`src/rtl/moore_setclr_pkg.sv`:
```
// Shared state encoding and width helpers for the moore_setclr channel array.
package moore_setclr_pkg;

  typedef enum logic [1:0] {
    S_IDLE   = 2'b00,
    S_QUAL   = 2'b01,
    S_ACTIVE = 2'b10
  } state_t;

  function automatic int qcnt_w(input int qual);
    return (qual < 1) ? 1 : $clog2(qual + 1);
  endfunction

  function automatic int timer_w(input int min_on);
    return (min_on < 1) ? 1 : $clog2(min_on + 1);
  endfunction

  function automatic int cnt_w(input int ch);
    return (ch < 1) ? 1 : $clog2(ch + 1);
  endfunction

endpackage

```
`src/rtl/moore_setclr_ch.sv`:
```
// One set/clear Moore channel with set qualification, minimum on-time and
// selectable priority when set and clear arrive together.
module moore_setclr_ch
  import moore_setclr_pkg::*;
#(
  parameter int QUAL     = 2,
  parameter int MIN_ON   = 3,
  parameter int PRIO_SET = 0
) (
  input  logic clk,
  input  logic rst,
  input  logic clr,
  input  logic a,
  input  logic b,
  output logic y
);

  localparam int QW = qcnt_w(QUAL);
  localparam int TW = timer_w(MIN_ON);
  localparam logic [QW-1:0] QLAST = QW'(QUAL - 1);
  localparam logic [TW-1:0] TLAST = TW'(MIN_ON - 1);
  localparam logic PSET = (PRIO_SET != 0);

  state_t          state_r, state_s;
  logic [QW-1:0]   qcnt_r, qcnt_s;
  logic [TW-1:0]   timer_r, timer_s;
  logic            a_q_s, b_q_s;
  logic            y_r;

  // next-state logic; early clears in ACTIVE are dropped, not remembered
  always_comb begin
    a_q_s   = a & (PSET | ~b);
    b_q_s   = b & (~PSET | ~a);
    state_s = state_r;
    qcnt_s  = qcnt_r;
    timer_s = timer_r;
    case (state_r)
      S_IDLE: begin
        qcnt_s  = '0;
        timer_s = '0;
        if (a_q_s) begin
          if (QUAL == 1) begin
            state_s = S_ACTIVE;
          end else begin
            state_s = S_QUAL;
            qcnt_s  = QW'(1);
          end
        end else begin
          state_s = S_IDLE;
        end
      end
      S_QUAL: begin
        if (!a_q_s) begin
          state_s = S_IDLE;
          qcnt_s  = '0;
        end else if (qcnt_r == QLAST) begin
          state_s = S_ACTIVE;
          qcnt_s  = '0;
          timer_s = '0;
        end else begin
          qcnt_s = qcnt_r + QW'(1);
        end
      end
      S_ACTIVE: begin
        if (b_q_s && (timer_r == TLAST)) begin
          state_s = S_IDLE;
          timer_s = '0;
        end else if (timer_r != TLAST) begin
          timer_s = timer_r + TW'(1);
        end else begin
          timer_s = timer_r;
        end
      end
      default: begin
        state_s = S_IDLE;
        qcnt_s  = '0;
        timer_s = '0;
      end
    endcase
  end

  // state, counters and the decoded output flag
  always_ff @(posedge clk) begin
    if (rst || clr) begin
      state_r <= S_IDLE;
      qcnt_r  <= '0;
      timer_r <= '0;
      y_r     <= 1'b0;
    end else begin
      state_r <= state_s;
      qcnt_r  <= qcnt_s;
      timer_r <= timer_s;
      y_r     <= (state_s == S_ACTIVE);
    end
  end

  assign y = y_r;

endmodule

```
`src/rtl/moore_setclr_array.sv`:
```
// CH independent set/clear channels plus active-count and any-active summaries.
module moore_setclr_array
  import moore_setclr_pkg::*;
#(
  parameter int CH       = 4,
  parameter int QUAL     = 2,
  parameter int MIN_ON   = 3,
  parameter int PRIO_SET = 0
) (
  input  logic                   clk,
  input  logic                   rst,
  input  logic                   clr,
  input  logic [CH-1:0]          a,
  input  logic [CH-1:0]          b,
  output logic [CH-1:0]          y,
  output logic [cnt_w(CH)-1:0]   active_cnt,
  output logic                   any_active
);

  localparam int CW = cnt_w(CH);

  logic [CW-1:0] cnt_s;

  for (genvar i = 0; i < CH; i++) begin : g_ch
    moore_setclr_ch #(
      .QUAL     (QUAL),
      .MIN_ON   (MIN_ON),
      .PRIO_SET (PRIO_SET)
    ) u_ch (
      .clk (clk),
      .rst (rst),
      .clr (clr),
      .a   (a[i]),
      .b   (b[i]),
      .y   (y[i])
    );
  end

  // popcount of the registered channel flags
  always_comb begin
    cnt_s = '0;
    for (int i = 0; i < CH; i++) begin
      cnt_s = cnt_s + CW'(y[i]);
    end
  end

  assign active_cnt = cnt_s;
  assign any_active = |y;

endmodule

```
`config.mk`:
```
export PLATFORM = sky130hd
export DESIGN_NAME = moore_setclr_array
export DESIGN_NICKNAME = d
export VERILOG_FILES = /design/src/rtl/moore_setclr_pkg.sv /design/src/rtl/moore_setclr_ch.sv /design/src/rtl/moore_setclr_array.sv
export SDC_FILE = /design/constraint.sdc
export NUM_CORES = 1
export LEC_CHECK = 0
export CORE_AREA = 2 2 61 63
export CTS_CLUSTER_DIAMETER = 100
export CTS_CLUSTER_SIZE = 24
export DETAILED_ROUTE_END_ITERATION = 10
export DIE_AREA = 0 0 63 65
export DONT_BUFFER_PORTS = 1
export SLEW_MARGIN = 20
export SYNTH_ARGS = -nofsm -noshare
export SYNTH_HDL_FRONTEND = slang
export SYNTH_SLANG_ARGS = --single-unit
```
`constraint.sdc`:
```
create_clock -name clk -period 3.6 [get_ports clk]
set_input_delay 0.72 -clock clk [delete_from_list [all_inputs] [get_ports clk]]
set_output_delay 0.72 -clock clk [all_outputs]
set_load 0.03 [all_outputs]
```
# After elaboration in Yosys (flattened, before gate mapping)
# Index checks and enable logic that the tools add are counted.
# op_classes
addsub,11
n_eq_ne,36
mux,52
bitwise,8
reduce_logical,14
# op_table
op,count
2-to-1 mux 2 bit,36
one-hot mux 2 bit (3 select lines),8
"== test 2 bit, second input constant",12
"adder 2 x 1 -> 2 bit, second input constant",8
"== test 2 x 1 -> 1 bit, second input constant",8
"!= test 2 x 1 -> 1 bit, second input constant",8
one-hot mux 2 bit (2 select lines),4
"!= test 3 x 1 -> 1 bit, second input constant",4
AND reduction 3 bit,4
logical NOT 2 bit,4
"!= test 2 bit, second input constant",4
bitwise AND 1 bit,4
logical AND 1 bit,4
2-to-1 mux 1 bit,4
inverter 1 bit,4
OR reduction 4 bit,1
adder 2 x 1 -> 3 bit,1
adder 3 x 1 -> 3 bit,1
adder 1 x 1 -> 2 bit,1
logical OR 1 bit,1
# word_totals
register_bits,28
inputBits,11
out_inout_bits,8
word_cells,137

# Depth between registers and ports, before layout
# Gate-level depths: netlist of the first run.
# logic_depth
word_depth,5
mapped_depth,5
mapped_depth_nobuf,5

# Modules after synthesis
# Synthesis of the first run repeated with hierarchy kept, for this count alone.
# unflattened
hier_cells,146
hier_area_um2,1427.6
# by_module_without_submodules
mod,n_inst,cells_each,area_each_um2,seq_area_each_um2
moore_setclr_ch at g_ch[1].u_ch ...,3,35,344.1,140.1
moore_setclr_ch at g_ch[0].u_ch,1,31,310.3,140.1
moore_setclr_array,1,10,85.1,0.0

# Worst setup path after synthesis of the first run
# Ideal clock, no wire load.
# synth_timing
path_type,register -> output
startpoint,reg g_ch[0].u_ch.y_r
endpoint,out active_cnt[1]
arrival_time_ns,1.534
required_ns,2.880
path_slack_ns,1.346
path_stages_with_launch,6
path_buffers,0
cell_sequence,dfxtp_1 > inv_1 > fa_1 > inv_1 > ha_1 > ha_1
# synth_between
elab_chain_len,3
# synth_rtl
element,line,source
start: declaration,moore_setclr_ch.sv:28,logic y_r;
start signal: assignment,moore_setclr_ch.sv:93,y_r <= (state_s == S_ACTIVE);
adder 1 x 1 -> 2 bit,moore_setclr_array.sv:43,cnt_s = cnt_s + CW'(y[i]);
adder 2 x 1 -> 3 bit,moore_setclr_array.sv:43,
adder 3 x 1 -> 3 bit,moore_setclr_array.sv:43,
end: declaration,moore_setclr_array.sv:16,"output logic [cnt_w(CH)-1:0] active_cnt,"
# Every way passes these cells.

# Worst setup path in the final report of the first run
# Ends and elaborated chain as after synthesis.

==> results of run 1 <==
-- state kept, by name, summed over array words and instances (netlist names) --
signal / count
g_ch.u_ch.state_r: 8
g_ch.u_ch.qcnt_r: 8
g_ch.u_ch.timer_r: 8
g_ch.u_ch.y: 4
-- worst paths after layout --
kind	end	depth (start not counted)	slack, ps
worst min register to register	g_ch[3].u_ch.qcnt_r[1]	2	450
worst max-delay path	active_cnt[1]	5	650
worst max register to register	g_ch[3].u_ch.qcnt_r[1]	3	2330
worst min-delay path	g_ch[3].u_ch.qcnt_r[1]	2	450
-- power by group --
| group | internal [uW] | total [uW] | switching, uW |
|---|---|---|---|
| Sequential | 313 | 316 | 3.62 |
| Clock | 113 | 208 | 95.2 |
| Combinational | 7.04 | 17.4 | 10.3 |
-- metrics by stage --
stage	cell area [sq um]	setup WS, ps	total power [uW]
4_1_cts	1410	620	547
3_3_place_gp	1360	1050	340
3_5_place_dp	1360	1020	340
5_1_grt	1410	532	557
6_report	1410	650	541
2_1_floorplan	1340	1350	337
-- final cells by class --
cell class | instances | area [sq um]
Clock inverter | 1 | 30.0
Tap cell | 48 | 60.1
Inverter | 10 | 37.5
Multi-Input combinational cell | 106 | 703
Fill cell | 349 | 2080
Sequential cell | 28 | 561
Clock buffer | 3 | 22.5
-- layout by cell type (no fill, tap or decap), types with 2 or more instances in the layout --
| cell type | instances |
|---|---|
| nand3_1 | 2 |
| dfxtp_1 | 28 |
| nand3b_1 | 5 |
| clkbuf_4 | 3 |
| nand2_1 | 13 |
| o21ai_0 | 2 |
| inv_1 | 10 |
| ha_1 | 3 |
| nand4bb_1 | 4 |
| nor4bb_1 | 2 |
| a21oi_1 | 20 |
| nor3b_1 | 4 |
| a31oi_1 | 4 |
| nand2b_1 | 4 |
| nor2b_1 | 7 |
| or3_1 | 4 |
| and3b_1 | 2 |
| nor2_1 | 9 |
| a311oi_1 | 3 |
| nor4b_1 | 3 |
-- per-layer routing --
layer | vias up | global-route usage [%] | wire (microns)
met5 | - | 0 | 0
li1 | 531 | - | -
met1 | 464 | 15.4 | 1170
met3 | 2 | 2.95 | 97
met4 | 0 | 5.83 | 17
met2 | 15 | 22.6 | 1250
-- Yosys cell counts (all sizes together), types with 2 or more instances --
master   count  share of area (%)
nand3b       5                2.8
a31oi        4                1.9
nand2b       5                2.9
a311oi       3                2.0
nand3        2               0.75
nor2b        7                3.3
ha           3                2.8
or3          4                1.9
nor4b        3                2.0
buf          6                2.9
inv         10                2.8
a21oi       20                7.5
o21ai        2               0.75
and3b        2                1.3
nor3b        4                2.2
and2b        2                1.2
nand4bb      4                3.4
nor2         9                2.5
dfxtp       28                 42
nand2       13                3.6
a2111oi      2                1.8
nor4bb       2                1.5
-- cell families (layout without fill, tap and decap cells) --
logic type,Yosys count,after routing,share of synthesized area [%]
compound gates,35,35,16.2
fa+ha+maj,4,4,4.30
buf+inv,16,14,5.70
flops,28,28,41.8
simple gates,67,67,32.0
-- critical path: cells and delay by family, from the launching register on --
family | cells | cell delay [ps]
adder cells (fa/ha/maj) | 3 | 1180
flip-flops | 1 | 540
buffers and inverters | 2 | 180
==> flow_summary.json, run 1 <==
{
  "status": "completed",
  "ant_nets": 0,
  "vias_per_cell": 5.16,
  "worstReg2RegStart": "g_ch[3].u_ch.state_r[0]",
  "grt_pass1_wl_microns": 4290,
  "dp_cells": 192,
  "die-width_microns": 63,
  "crit_required_ps": 2880,
  "fp.coreArea_sq_um": 3500,
  "final_hold_viol_count": 0,
  "maxSlewHeadroom_pct": 51.0,
  "syn_nets": 165,
  "setup-violations-final": 0,
  "worst_slew_pin_slew_ps": 734,
  "cp_cell_sequence": "inv_1, fa_1, inv_1, ha_1, ha_1",
  "dieArea_sq_um": 4100,
  "drt-total-wl_microns": 2540,
  "crit_start": "g_ch[0].u_ch.y",
  "synthToLayoutAreaGrowth_pct": 5.51,
  "post-route-util_pct": 40.4,
  "ys_ff_latch": 28,
  "fin_skew_ps": 7.26,
  "worstSetupEndpointType": "output pin",
  "grt_start_max_net_pins": 21,
  "fin_cells": 196,
  "portBuffers": 0,
  "drt-initial-drc-count": 47,
  "cts_buffers": 3,
  "max_stage_delay_ps": 540,
  "die_h_microns": 65,
  "ys.flop_type": "dfxtp_1",
  "hold_class": "reg2reg",
  "grt_pass1_vias": 983,
  "gr-total-overflow": 0,
  "num_vias": 1012,
  "drive_above_1_share_pct": 4.73,
  "firstDrtPassIters": 4,
  "netlist-cell-type-count": 37,
  "cts-resized-gates": 0,
  "syn_avg_cell_area_sq_um": 8.93,
  "hp-start": "g_ch[3].u_ch.qcnt_r[1]",
  "synth_warnings": 0,
  "cap_violations": 0,
  "crit_path_start_kind": "flop",
  "path_clk_slew_ps": 160,
  "fin_setup_tns_ps": 0,
  "nNetsFinal": 164,
  "htree_levels": 1,
  "final.period_utilization_pct": 81.9,
  "layout_min_cycle_time_ps": 2950,
  "diodes": 0,
  "dpl.hpwl_microns": 1880,
  "synthCells": 150,
  "hold_buffers": 0,
  "slowest_stage": "dfxtp_1",
  "gp_congestion": 0.789,
  "cts_root_buffer": "clkbuf_4",
  "async_flop_share_pct": 0,
  "rsz0062_at_grt": "false",
  "drc_errors": 0,
  "insertion_delay_ps": 330,
  "slew_violations": 0,
  "synth_edf_count": 0,
  "yosysSeqAreaShare_pct": 41.8,
  "criticalPathCategory": "reg2out",
  "cts_sinks": 28,
  "hold_ws_ps": 454,
  "cts_setup_buffers": 0,
  "cp_max_fo": 2,
  "io_pins": 19,
  "p_leak_uw": 0.000454,
  "wl_per_cell_microns": 12.9,
  "start_util_pct": 38.3,
  "max_freq_mhz": 339,
  "ir_drop_mv": 0.151,
  "rows": 22,
  "cts_buffer_depth": 2,
  "cts_tree": "yes",
  "p_per_area_nw_per_um2": 383,
  "crit_arrival_ps": 2230,
  "antenna_found_initial": 0,
  "track_usage_pct": 13.0,
  "syn_area_sq_um": 1340
}
(Power assumes the default switching activity.)
==> inputs of run 2 (changes only) <==
clock period = 2.75 ns   (was 3.6 ns; I/O delays follow)
==> run 2 against run 1 <==
Flip-flop and latch count is the same; wire length shrank 2.5%; count of clock-buffer cells in the layout grew 1; clock skew shrank 3.2 ps; clock power shrank 2%.
==> flow_summary.json, run 2 (same netlist as run 1, synthesis figures left out) <==
{
  "status": "completed",
  "dieArea_sq_um": 4100,
  "cts_buffers": 3,
  "cts_sinks": 28,
  "insertion_delay_ps": 330,
  "largestRegisters": "g_ch.u_ch.qcnt_r x8, g_ch.u_ch.state_r x8, g_ch.u_ch.timer_r x8",
  "criticalPathCategory": "reg2out",
  "drt-initial-drc-count": 25,
  "ant_nets": 0,
  "final_hold_viol_count": 0,
  "hold_class": "in2reg",
  "drc_errors": 0,
  "hold_buffers": 0,
  "layout_common_cells": "dfxtp_1, a21oi_1, nand2_1",
  "portBuffers": 0,
  "track_usage_pct": 13.5,
  "fin_skew_ps": 4.03,
  "post-route-util_pct": 40.6,
  "path_clk_slew_ps": 150,
  "ir_drop_mv": 0.158,
  "cp_max_fo": 2,
  "rsz0062_at_grt": "false",
  "diodes": 0,
  "cts_setup_buffers": 0,
  "gr-total-overflow": 0,
  "num_vias": 1040,
  "dpl.hpwl_microns": 1880,
  "gp_congestion": 0.770,
  "firstDrtPassIters": 4,
  "crit_path_start_kind": "flop",
  "setup-violations-final": 0,
  "grt_pass1_vias": 1083,
  "io_pins": 19,
  "fp.coreArea_sq_um": 3500,
  "maxSlewHeadroom_pct": 52.6,
  "grt_pass1_wl_microns": 4460,
  "reg2regPathDepth": 3,
  "cts-resized-gates": 0,
  "crit_arrival_ps": 1970,
  "drive_above_1_share_pct": 6.62,
  "die-width_microns": 63,
  "slew_violations": 0,
  "worstSetupEndpointType": "output pin",
  "synthToLayoutAreaGrowth_pct": 5.98,
  "p_per_area_nw_per_um2": 450,
  "final.period_utilization_pct": 91.6,
  "wl_per_cell_microns": 12.4,
  "cts_buffer_depth": 2,
  "cp_cell_sequence": "inv_1, fa_1, inv_1, ha_1, ha_1",
  "start_util_pct": 38.3,
  "drt-total-wl_microns": 2470,
  "p_leak_uw": 0.000463,
  "cts_tree": "yes",
  "die_h_microns": 65,
  "cts_root_buffer": "clkbuf_4",
  "max_stage_delay_ps": 540,
  "grt_start_max_net_pins": 21,
  "rows": 22,
  "layout_min_cycle_time_ps": 2520,
  "cap_violations": 0,
  "hold-path-cell-count": 3,
  "fin_setup_tns_ps": 0,
  "slowest_stage": "fa_1",
  "htree_levels": 1,
  "layout_commonest_cell": "dfxtp_1",
  "crit_required_ps": 2200,
  "worst_slew_pin_slew_ps": 711,
  "antenna_found_initial": 0,
  "vias_per_cell": 5.23,
  "max_freq_mhz": 397,
  "nNetsFinal": 167
}
==> run 2: layout make-up <==
| cell class | count | area (sq um) |
|---|---|---|
| Timing Repair Buffer | 3 | 22.5 |
| Clock buffer | 4 | 36.3 |
| Sequential cell | 28 | 561 |
| Tap cell | 48 | 60.1 |
| Inverter | 10 | 37.5 |
| Fill cell | 355 | 2080 |
| Multi-Input combinational cell | 106 | 703 |
==> run 2: where the power goes <==
group / switching [uW] / internal [uW] / total [uW]
clock: 122 / 81.1 / 203
sequential: 4.76 / 409 / 414
combinational: 13.3 / 9.23 / 22.5
total: 140 / 499 / 639
==> run 2: stage by stage <==
step / worst slack [ps] / total power [uW] / instances / hold slack, ps / instance area, sq um
detailed placement: 603 / 446 / 195 / 440 / 1380
CTS: 205 / 649 / 199 / 383 / 1420
global placement: 638 / 445 / 195 / 429 / 1380
finish: 231 / 639 / 199 / 392 / 1420
floorplan: 666 / 441 / 150 / 416 / 1340
global route: 117 / 668 / 199 / 377 / 1420
==> run 2: final timing paths <==
path                           startpoint                       to  slack (ps)
hold reg to reg    g_ch[2].u_ch.qcnt_r[1]   g_ch[2].u_ch.qcnt_r[1]         460
setup / recovery           g_ch[0].u_ch.y            active_cnt[1]         230
hold / removal                       b[2]  g_ch[2].u_ch.state_r[0]         390
setup reg to reg  g_ch[3].u_ch.state_r[0]   g_ch[3].u_ch.qcnt_r[1]        1460
==> run 2: critical path: cells and delay by family (launching register included) <==
kind | cells | cell delay [ps]
flip-flops | 1 | 360
buffers and inverters | 2 | 110
adder cells (fa/ha/maj) | 3 | 1160
==> run 2: per-layer routing <==
metal / global-route usage [%] / up-vias / part of all wire, %
met5: 0 / - / 0
met3: 2.43 / 4 / 3.4
li1: - / 535 / -
met2: 24.1 / 15 / 49
met4: 7.22 / 0 / 1.3
met1: 15.4 / 486 / 47
